<file path="src/rtl/sram_pkg.sv">
// Shared types for the SRAM port arbiter: channel ids, return tags and the
// command layout at the default 32-bit address/data widths.
package sram_pkg;

  localparam int MAX_CH     = 8;
  localparam int CH_ID_W    = 3;
  localparam int DEF_ADDR_W = 32;
  localparam int DEF_DATA_W = 32;

  // Sized for the largest supported channel count so one id type serves every configuration.
  typedef logic [CH_ID_W-1:0] ch_id_t;

  typedef struct packed {
    logic   valid;
    ch_id_t chId;
  } rd_tag_t;

  typedef struct packed {
    logic                    we;
    logic [DEF_ADDR_W-1:0]   addr;
    logic [DEF_DATA_W-1:0]   wdata;
    logic [DEF_DATA_W/8-1:0] wmask;
  } sram_cmd_t;

  function automatic ch_id_t nextId(input ch_id_t id, input int numCh);
    return (int'(id) >= numCh - 1) ? '0 : id + 1'b1;
  endfunction

endpackage

</file>
<file path="src/rtl/rr_arbiter.sv">
// Round-robin arbiter: grants the first requester at or after the pointer,
// wrapping around, then moves the pointer just past the winner.
module rr_arbiter
  import sram_pkg::*;
#(
  parameter int NUM_CH = 2
) (
  input  logic              clk,
  input  logic              rst,
  input  logic [NUM_CH-1:0] req_i,
  output logic [NUM_CH-1:0] gnt_o,
  output ch_id_t            winner_o
);

  ch_id_t ptr_q, ptr_d;
  logic   found;
  int     win;

  // Two passes: first the channels at or above the pointer, then the wrapped-around ones.
  always_comb begin
    gnt_o    = '0;
    winner_o = '0;
    ptr_d    = ptr_q;
    found    = 1'b0;
    win      = 0;
    for (int i = 0; i < NUM_CH; i++) begin
      if (!found && req_i[i] && (i >= int'(ptr_q))) begin
        found = 1'b1;
        win   = i;
      end
    end
    for (int i = 0; i < NUM_CH; i++) begin
      if (!found && req_i[i]) begin
        found = 1'b1;
        win   = i;
      end
    end
    if (found && !rst) begin
      winner_o = ch_id_t'(win);
      for (int i = 0; i < NUM_CH; i++) begin
        gnt_o[i] = (i == win);
      end
      ptr_d = nextId(ch_id_t'(win), NUM_CH);
    end
  end

  always_ff @(posedge clk or posedge rst) begin
    if (rst) begin
      ptr_q <= '0;
    end else begin
      ptr_q <= ptr_d;
    end
  end

endmodule

</file>
<file path="src/rtl/sram_port_arbiter.sv">
// Shares one single-port SRAM between NUM_CH requesters: arbitrates, issues the
// winning command from registers, and steers read data back by a tag pipe.
module sram_port_arbiter
  import sram_pkg::*;
#(
  parameter  int NUM_CH     = 2,
  parameter  int ADDR_WIDTH = 32,
  parameter  int DATA_WIDTH = 32,
  parameter  int RD_LATENCY = 1,
  localparam int NUM_BYTES  = DATA_WIDTH / 8
) (
  input  logic                           clk,
  input  logic                           rst,
  input  logic [NUM_CH-1:0]              ch_req,
  input  logic [NUM_CH-1:0]              ch_we,
  input  logic [NUM_CH*ADDR_WIDTH-1:0]   ch_addr,
  input  logic [NUM_CH*DATA_WIDTH-1:0]   ch_wdata,
  input  logic [NUM_CH*NUM_BYTES-1:0]    ch_wmask,
  output logic [NUM_CH-1:0]              ch_gnt,
  output logic [NUM_CH-1:0]              ch_rvalid,
  output logic [DATA_WIDTH-1:0]          ch_rdata,
  output logic                           sram_rd_en,
  output logic [ADDR_WIDTH-1:0]          sram_rd_addr,
  output logic                           sram_wr_en,
  output logic [ADDR_WIDTH-1:0]          sram_wr_addr,
  output logic [DATA_WIDTH-1:0]          sram_wr_data,
  output logic [NUM_BYTES-1:0]           sram_w_mask,
  input  logic                           sram_rd_valid,
  input  logic [DATA_WIDTH-1:0]          sram_rd_data,
  output logic                           err_rd_mismatch
);

  logic [NUM_CH-1:0]     gnt;
  ch_id_t                winner;
  logic                  selWe;
  logic [ADDR_WIDTH-1:0] selAddr;
  logic [DATA_WIDTH-1:0] selWdata;
  logic [NUM_BYTES-1:0]  selWmask;

  logic                  rdEn_q, rdEn_d, wrEn_q, wrEn_d;
  logic [ADDR_WIDTH-1:0] rdAddr_q, rdAddr_d, wrAddr_q, wrAddr_d;
  logic [DATA_WIDTH-1:0] wrData_q, wrData_d;
  logic [NUM_BYTES-1:0]  wMask_q, wMask_d;
  ch_id_t                rdCh_q, rdCh_d;
  rd_tag_t               tagPipe_q [RD_LATENCY];
  rd_tag_t               tail;
  logic                  errMismatch_q, errMismatch_d;

  rr_arbiter #(.NUM_CH(NUM_CH)) uArb (
    .clk      (clk),
    .rst      (rst),
    .req_i    (ch_req),
    .gnt_o    (gnt),
    .winner_o (winner)
  );

  assign ch_gnt = gnt;

  always_comb begin
    selWe    = 1'b0;
    selAddr  = '0;
    selWdata = '0;
    selWmask = '0;
    for (int i = 0; i < NUM_CH; i++) begin
      if (gnt[i]) begin
        selWe    = ch_we[i];
        selAddr  = ch_addr[i*ADDR_WIDTH +: ADDR_WIDTH];
        selWdata = ch_wdata[i*DATA_WIDTH +: DATA_WIDTH];
        selWmask = ch_wmask[i*NUM_BYTES +: NUM_BYTES];
      end
    end
  end

  // Address, data and mask registers only load on their own command type, so they hold when idle.
  always_comb begin
    rdEn_d   = (|gnt) && !selWe;
    wrEn_d   = (|gnt) && selWe;
    rdAddr_d = rdEn_d ? selAddr : rdAddr_q;
    rdCh_d   = rdEn_d ? winner : rdCh_q;
    wrAddr_d = wrEn_d ? selAddr : wrAddr_q;
    wrData_d = wrEn_d ? selWdata : wrData_q;
    wMask_d  = wrEn_d ? selWmask : wMask_q;
  end

  always_ff @(posedge clk or posedge rst) begin
    if (rst) begin
      rdEn_q   <= 1'b0;
      wrEn_q   <= 1'b0;
      rdAddr_q <= '0;
      rdCh_q   <= '0;
      wrAddr_q <= '0;
      wrData_q <= '0;
      wMask_q  <= '0;
    end else begin
      rdEn_q   <= rdEn_d;
      wrEn_q   <= wrEn_d;
      rdAddr_q <= rdAddr_d;
      rdCh_q   <= rdCh_d;
      wrAddr_q <= wrAddr_d;
      wrData_q <= wrData_d;
      wMask_q  <= wMask_d;
    end
  end

  // The tag enters on the cycle the strobe is on the SRAM, so the tail lines up with returning data.
  always_ff @(posedge clk or posedge rst) begin
    if (rst) begin
      for (int k = 0; k < RD_LATENCY; k++) begin
        tagPipe_q[k] <= '0;
      end
    end else begin
      tagPipe_q[0] <= '{valid: rdEn_q, chId: rdCh_q};
      for (int k = 1; k < RD_LATENCY; k++) begin
        tagPipe_q[k] <= tagPipe_q[k-1];
      end
    end
  end

  assign tail = tagPipe_q[RD_LATENCY-1];

  always_comb begin
    ch_rvalid = '0;
    for (int i = 0; i < NUM_CH; i++) begin
      ch_rvalid[i] = tail.valid && (tail.chId == ch_id_t'(i));
    end
  end

  assign ch_rdata      = tail.valid ? sram_rd_data : '0;
  assign errMismatch_d = errMismatch_q || (sram_rd_valid != tail.valid);

  always_ff @(posedge clk or posedge rst) begin
    if (rst) begin
      errMismatch_q <= 1'b0;
    end else begin
      errMismatch_q <= errMismatch_d;
    end
  end

  assign sram_rd_en      = rdEn_q;
  assign sram_rd_addr    = rdAddr_q;
  assign sram_wr_en      = wrEn_q;
  assign sram_wr_addr    = wrAddr_q;
  assign sram_wr_data    = wrData_q;
  assign sram_w_mask     = wMask_q;
  assign err_rd_mismatch = errMismatch_q;

endmodule

</file>
<file path="config.mk">
export PLATFORM = sky130hd
export DESIGN_NAME = sram_port_arbiter
export DESIGN_NICKNAME = d
export VERILOG_FILES = /design/src/rtl/sram_pkg.sv /design/src/rtl/rr_arbiter.sv /design/src/rtl/sram_port_arbiter.sv
export SDC_FILE = /design/constraint.sdc
export NUM_CORES = 1
export LEC_CHECK = 0
export CAP_MARGIN = 20
export CORE_MARGIN = 5
export CORE_UTILIZATION = 39
export DETAILED_ROUTE_END_ITERATION = 10
export PLACE_DENSITY = 0.88
export SETUP_SLACK_MARGIN = 0.3
export SLEW_MARGIN = 20
export SYNTH_ARGS = -nofsm -noshare
export SYNTH_HDL_FRONTEND = slang
export SYNTH_SLANG_ARGS = --single-unit
export TNS_END_PERCENT = 100
</file>
<file path="constraint.sdc">
create_clock -name clk -period 6.9 [get_ports clk]
set_clock_uncertainty 0.05 [all_clocks]
set_input_delay 1.38 -clock clk [delete_from_list [all_inputs] [get_ports clk]]
set_output_delay 1.38 -clock clk [all_outputs]
set_load 0.03 [all_outputs]
</file>
* Yosys cells after proc, flatten, opt, wreduce, memory -nomap -nowiden
Cells that the tools add are included.
** Storage, ports and cells
- Register bits :: 113
- Logic and storage cells :: 56
** Cells by class
- $add $sub $neg :: 1
- Magnitude comparators :: 3
- Eq/ne operators :: 3
- Muxes and demuxes :: 19
- Reduce and logical (&&, ||, !) cells :: 19
** Operators with widths (number)
- 2-to-1 mux 32 bit :: 5
- zero test 32 bit :: 1
- logical AND 1 bit :: 10
- 2-to-1 mux 1 bit :: 10
- 2-to-1 mux 4 bit :: 2
- greater-or-equal comparator 1 x 3 -> 1 bit (first input constant) :: 2
- zero test 1 bit :: 5
- == test 3 x 1 -> 1 bit (second input constant) :: 1
- zero test 3 bit :: 1
- 2-to-1 mux 3 bit :: 1
- adder 1 x 1 -> 2 bit (second input constant) :: 1
- 2-to-1 mux 2 bit :: 1
- OR reduction 2 bit :: 1
- == test 1 bit (first input constant) :: 1
- greater-or-equal comparator 1 bit (second input constant) :: 1
- logical OR 1 bit :: 1
- != test 1 bit :: 1

* Depth between registers and ports, before layout
- Depth in word-level cells :: 19
- Gate-level depth with buffers :: 6
- Gate-level depth less buffers :: 4

* Cells and area by module
From an unflattened synthesis, not the netlist that was laid out.
** Unflattened totals
- Cells, all modules :: 529
- Area, all modules :: 5088.6 sq um
** Modules (own cells, without submodules)
- sram_port_arbiter :: times used 1, cells each 517, area an instance 4992.3 sq um, seq. area each 2752.6 sq um
- rr_arbiter :: times used 1, cells each 12, area an instance 96.3 sq um, seq. area each 25.0 sq um

* Least setup slack after synthesis
Ideal clock, no wire load.
- Path type :: input to output
- From :: input ch_req[0]
- To :: output ch_gnt[0]
- Data arrival time :: 2.040 ns
- Path slack :: 3.430 ns
- Stages on the path :: 3
- Path through :: a21bo_2 > nor2_2 > buf_2
** Between the ends
- Cells in the longest elaborated chain, start to end :: 14
- Elaborated cells between the ends (all ways) :: 18
- Those cells by class :: mux (8); reduce/logical (10)
** Ends and longest elaborated chain
- start: declaration :: RTL line sram_port_arbiter.sv:14 : input logic [NUM_CH-1:0] ch_req,
- logical AND 1 bit :: RTL line rr_arbiter.sv:27 : if (!found && req_i[i] && (i >= int'(ptr_q))) begin
- 2-to-1 mux 1 bit :: RTL line rr_arbiter.sv:27
- zero test 1 bit :: RTL line rr_arbiter.sv:27
- logical AND 1 bit (2 in a row) :: RTL line rr_arbiter.sv:27
- 2-to-1 mux 1 bit :: RTL line rr_arbiter.sv:27
- zero test 1 bit :: RTL line rr_arbiter.sv:33 : if (!found && req_i[i]) begin
- logical AND 1 bit :: RTL line rr_arbiter.sv:33
- 2-to-1 mux 1 bit :: RTL line rr_arbiter.sv:33
- zero test 1 bit :: RTL line rr_arbiter.sv:33
- logical AND 1 bit :: RTL line rr_arbiter.sv:33
- 2-to-1 mux 1 bit :: RTL line rr_arbiter.sv:33
- zero test 32 bit or logical AND 1 bit (tied branches) :: RTL line rr_arbiter.sv:41, rr_arbiter.sv:38
- 2-to-1 mux 2 bit * :: RTL line rr_arbiter.sv:38 : if (found && !rst) begin
- end: declaration :: RTL line sram_port_arbiter.sv:19 : output logic [NUM_CH-1:0] ch_gnt,
Mark *: on every way between the ends. The rest lies on a longest branch, timed or not.

* Worst setup path after layout
- From :: input rst
- To :: output ch_gnt[1]
** Between the ends
- Cells in the longest elaborated chain, start to end :: 3
** Ends and longest elaborated chain
- start: declaration :: RTL line sram_port_arbiter.sv:13 : input logic rst,
- zero test 1 bit :: RTL line rr_arbiter.sv:38
- logical AND 1 bit :: RTL line rr_arbiter.sv:38
- 2-to-1 mux 2 bit :: RTL line rr_arbiter.sv:38
Every way passes these cells.

==> flow_metrics.py <==
metrics = {
    "clocking": {
        "cts_tree": "built",
        "htreeDepth": 3,
        "clock-sinks": 107,
        "clk_pin_slew_worst_paths_ns": 0.07,
        "numCtsBuffers": 9,
        "clock_latency_ns": 0.33,
        "holdBufCountCts": 0,
        "cts_root_buf": "clkbuf_16",
        "cts-resized-gates": 0,
        "clockBufferDepth": 2,
        "post_cts_buffers": 0,
    },
    "logic_synthesis": {
        "synth_seq_area_share_pct": 55.2,
        "synth_edf_count": 0,
        "ys_seq_elements": 107,
        "syn_area_um2": 4850,
        "synth_top_flop_cell": "dfrtp_1",
        "syn-num-nets": 582,
        "asyncSetResetFlopFracSynth_pct": 100,
        "synth.distinct_cells": 30,
        "synth_area_per_cell_um2": 11.9,
        "syn_inst": 407,
        "synth_warnings": 0,
    },
    "sta": {
        "timing.final.crit_share_pct": 70.3,
        "drv_slew": 0,
        "hold_viol_final": 0,
        "tns_ns": 0,
        "tightest_slew_ns": 0.773,
        "max-slew-margin-rel_pct": 48.5,
        "setup_viol": 0,
        "max_clock_freq_mhz": 206,
        "period_minus_slack_ns": 4.85,
        "rsz0062_at_grt": "false",
    },
    "global_route": {
        "grtUsageTotal_pct": 21.3,
        "antenna_found_initial": 0,
        "grt-ovfl-total": 0,
        "grt_first_pass_wirelength_mm": 24.6,
        "grt_max_degree": 86,
        "grt_pass1_vias": 4648,
    },
    "final_layout": {
        "seq_area_um2": 2680,
        "layout-drive-gt1-share_pct": 10.3,
        "multi_input_area_um2": 1950,
        "layout.cells.non_filler": 878,
        "nNetsFinal": 880,
        "layout_common_cells": "clkdlybuf4s50_1 (313), dfrtp_1 (107), nand2_1 (43), a22oi_1 (42), o21ai_0 (37)",
        "final_common_cell": "clkdlybuf4s50_1",
        "stdcell_area_um2": 8380,
        "nFillCells": 888,
        "antenna_cells": 0,
        "area_delta_synth_final_pct": 72.8,
    },
    "die": {
        "dieHeight_um": 122,
        "core_um2": 12100,
        "initial_core_util_pct": 40.1,
        "fp.dieArea_um2": 14800,
        "ios": 314,
        "std_cell_rows": 40,
        "die_w_um": 122,
    },
    "setup_path": {
        "worstPathRequired_ns": 5.47,
        "critPathLaunch": "rst",
        "cp_data_arrival_time_ns": 3.42,
        "slowest_stage": "clkdlybuf4s50_1",
        "max_stage_delay_ns": 0.77,
        "end_kind": "output pin",
        "crit_fanout": 40,
        "critical_path_class": "input port to output pin",
        "crit_chain": "clkdlybuf4s50_1, nand2b_4, nor2_4, buf_4, clkdlybuf4s50_1",
        "start_kind": "input port",
        "worst_path_most_repeated_cell": "clkdlybuf4s50_1",
        "r2r-start": "uArb.ptr_q[0]$_DFFE_PP0N_",
    },
    "worst_hold_path": {
        "hp-class": "flip-flop to flip-flop",
        "hp-start": "sram_rd_en$_DFF_PP0_",
    },
    "pwr": {
        "vdd_ir_drop_max_uv": 172,
        "powerDensity_nw_per_um2": 260,
        "p_leak_nw": 3.57,
    },
    "routing": {
        "vias_per_cell": 5.02,
        "drc": 0,
        "drt-total-wl_mm": 16.3,
        "drt-initial-drc-count": 196,
        "routedWlPerCell_um": 18.5,
        "drtPass1Iterations": 4,
        "vias": 4411,
        "ant_nets": 0,
    },
    "place": {
        "hpwlAfterDp_mm": 12.6,
        "port_buffers": 313,
        "dp.cells": 862,
        "place_area_um2": 8060,
        "globalplace.congestion": 0.812,
    },
    "job": {
        "maxCapViolCount": 0,
    },
    "outcome": {
        "outcome": "finished, final reports clean",
    },
}
-- cell type report --
class                           count  area share, %
Timing Repair Buffer              318           37.8
Sequential cell                   107           31.9
Multi-Input combinational cell    259           23.3
Clock buffer                       10           2.85
Tap cell                          168           2.51
Clock inverter                      6           1.06
Inverter                           10          0.567
-- flip-flops by register name, summed over array words and instances, names as in the netlist, 2 cells and up --
| register | flops |
|---|---|
| sram_rd_addr | 32 |
| sram_wr_addr | 32 |
| sram_wr_data | 32 |
| sram_w_mask | 4 |
| tagPipe_q | 2 |
-- path summary, 6_finish.rpt --
kind / cells after the start / end / slack (ns)
min in group asynchronous: 2 / sram_wr_data[11]$_DFFE_PP0P_ / 1.59
worst min register to register: 0 / tagPipe_q[3]$_DFF_PP0_ / 0.33
worst max-delay path: 5 / ch_gnt[1] / 2.05
worst max register to register: 7 / sram_rd_addr[17]$_DFFE_PP0P_ / 4.41
worst min-delay path: 0 / tagPipe_q[3]$_DFF_PP0_ / 0.33
max in group asynchronous: 3 / sram_wr_addr[27]$_DFFE_PP0P_ / 4.01
-- cells by family (layout without fill, tap and decap cells) --
| group | count (synthesis) | after routing | share of synthesized area [%] |
|---|---|---|---|
| xor+xnor | 1 | 1 | 0.180 |
| simple gates | 85 | 85 | 9.02 |
| compound gates | 115 | 115 | 16.8 |
| flops | 107 | 107 | 55.2 |
| buf+inv | 41 | 344 | 4.74 |
| mux | 58 | 58 | 14.1 |
-- power breakdown --
part | internal [mW] | switching [mW] | leakage [nW]
clock | 0.328 | 0.222 | 0.155
combinational | 0.385 | 0.441 | 2.00
sequential | 0.740 | 0.0638 | 1.41
total | 1.45 | 0.727 | 3.57
-- routing by layer --
layer	track usage [%]	vias up	routed length (µm)
li1	-	2043	-
met5	0	-	0
met1	22.5	2084	5580
met2	40.0	244	8660
met3	5.20	40	1460
met4	9.24	0	553
-- cells in the mapped netlist (all sizes together), types with 2 or more instances --
library cell | number | area, µm²
buf | 13 | 118
mux2i | 6 | 60.1
nand2 | 43 | 161
mux2 | 52 | 623
and2 | 33 | 206
nor2b | 2 | 15.0
clkbuf | 18 | 67.6
o21ai | 43 | 215
dfrtp | 107 | 2680
inv | 10 | 45.0
a22o | 27 | 236
nand2b | 4 | 32.5
a22oi | 42 | 315
nor2 | 2 | 17.5
-- stage by stage --
stage          worst slack (ns)  hold WS, ns  utilization [%]  power (mW)
2_1_floorplan              2.65        0.304                -        1.24
3_3_place_gp               2.09        0.307             66.5        1.63
3_5_place_dp               2.04        0.327             66.5        1.65
4_1_cts                    2.03        0.342             69.2        2.20
5_1_grt                    1.95        0.350             69.2        2.28
6_report                   2.05        0.335             69.2        2.18
-- worst max-delay path, delay by kind of cell --
kind | cells | cell delay [ns]
simple gates | 2 | 0.31
buf+inv | 3 | 1.72
Note: power is estimated with default switching activity, not from simulation.
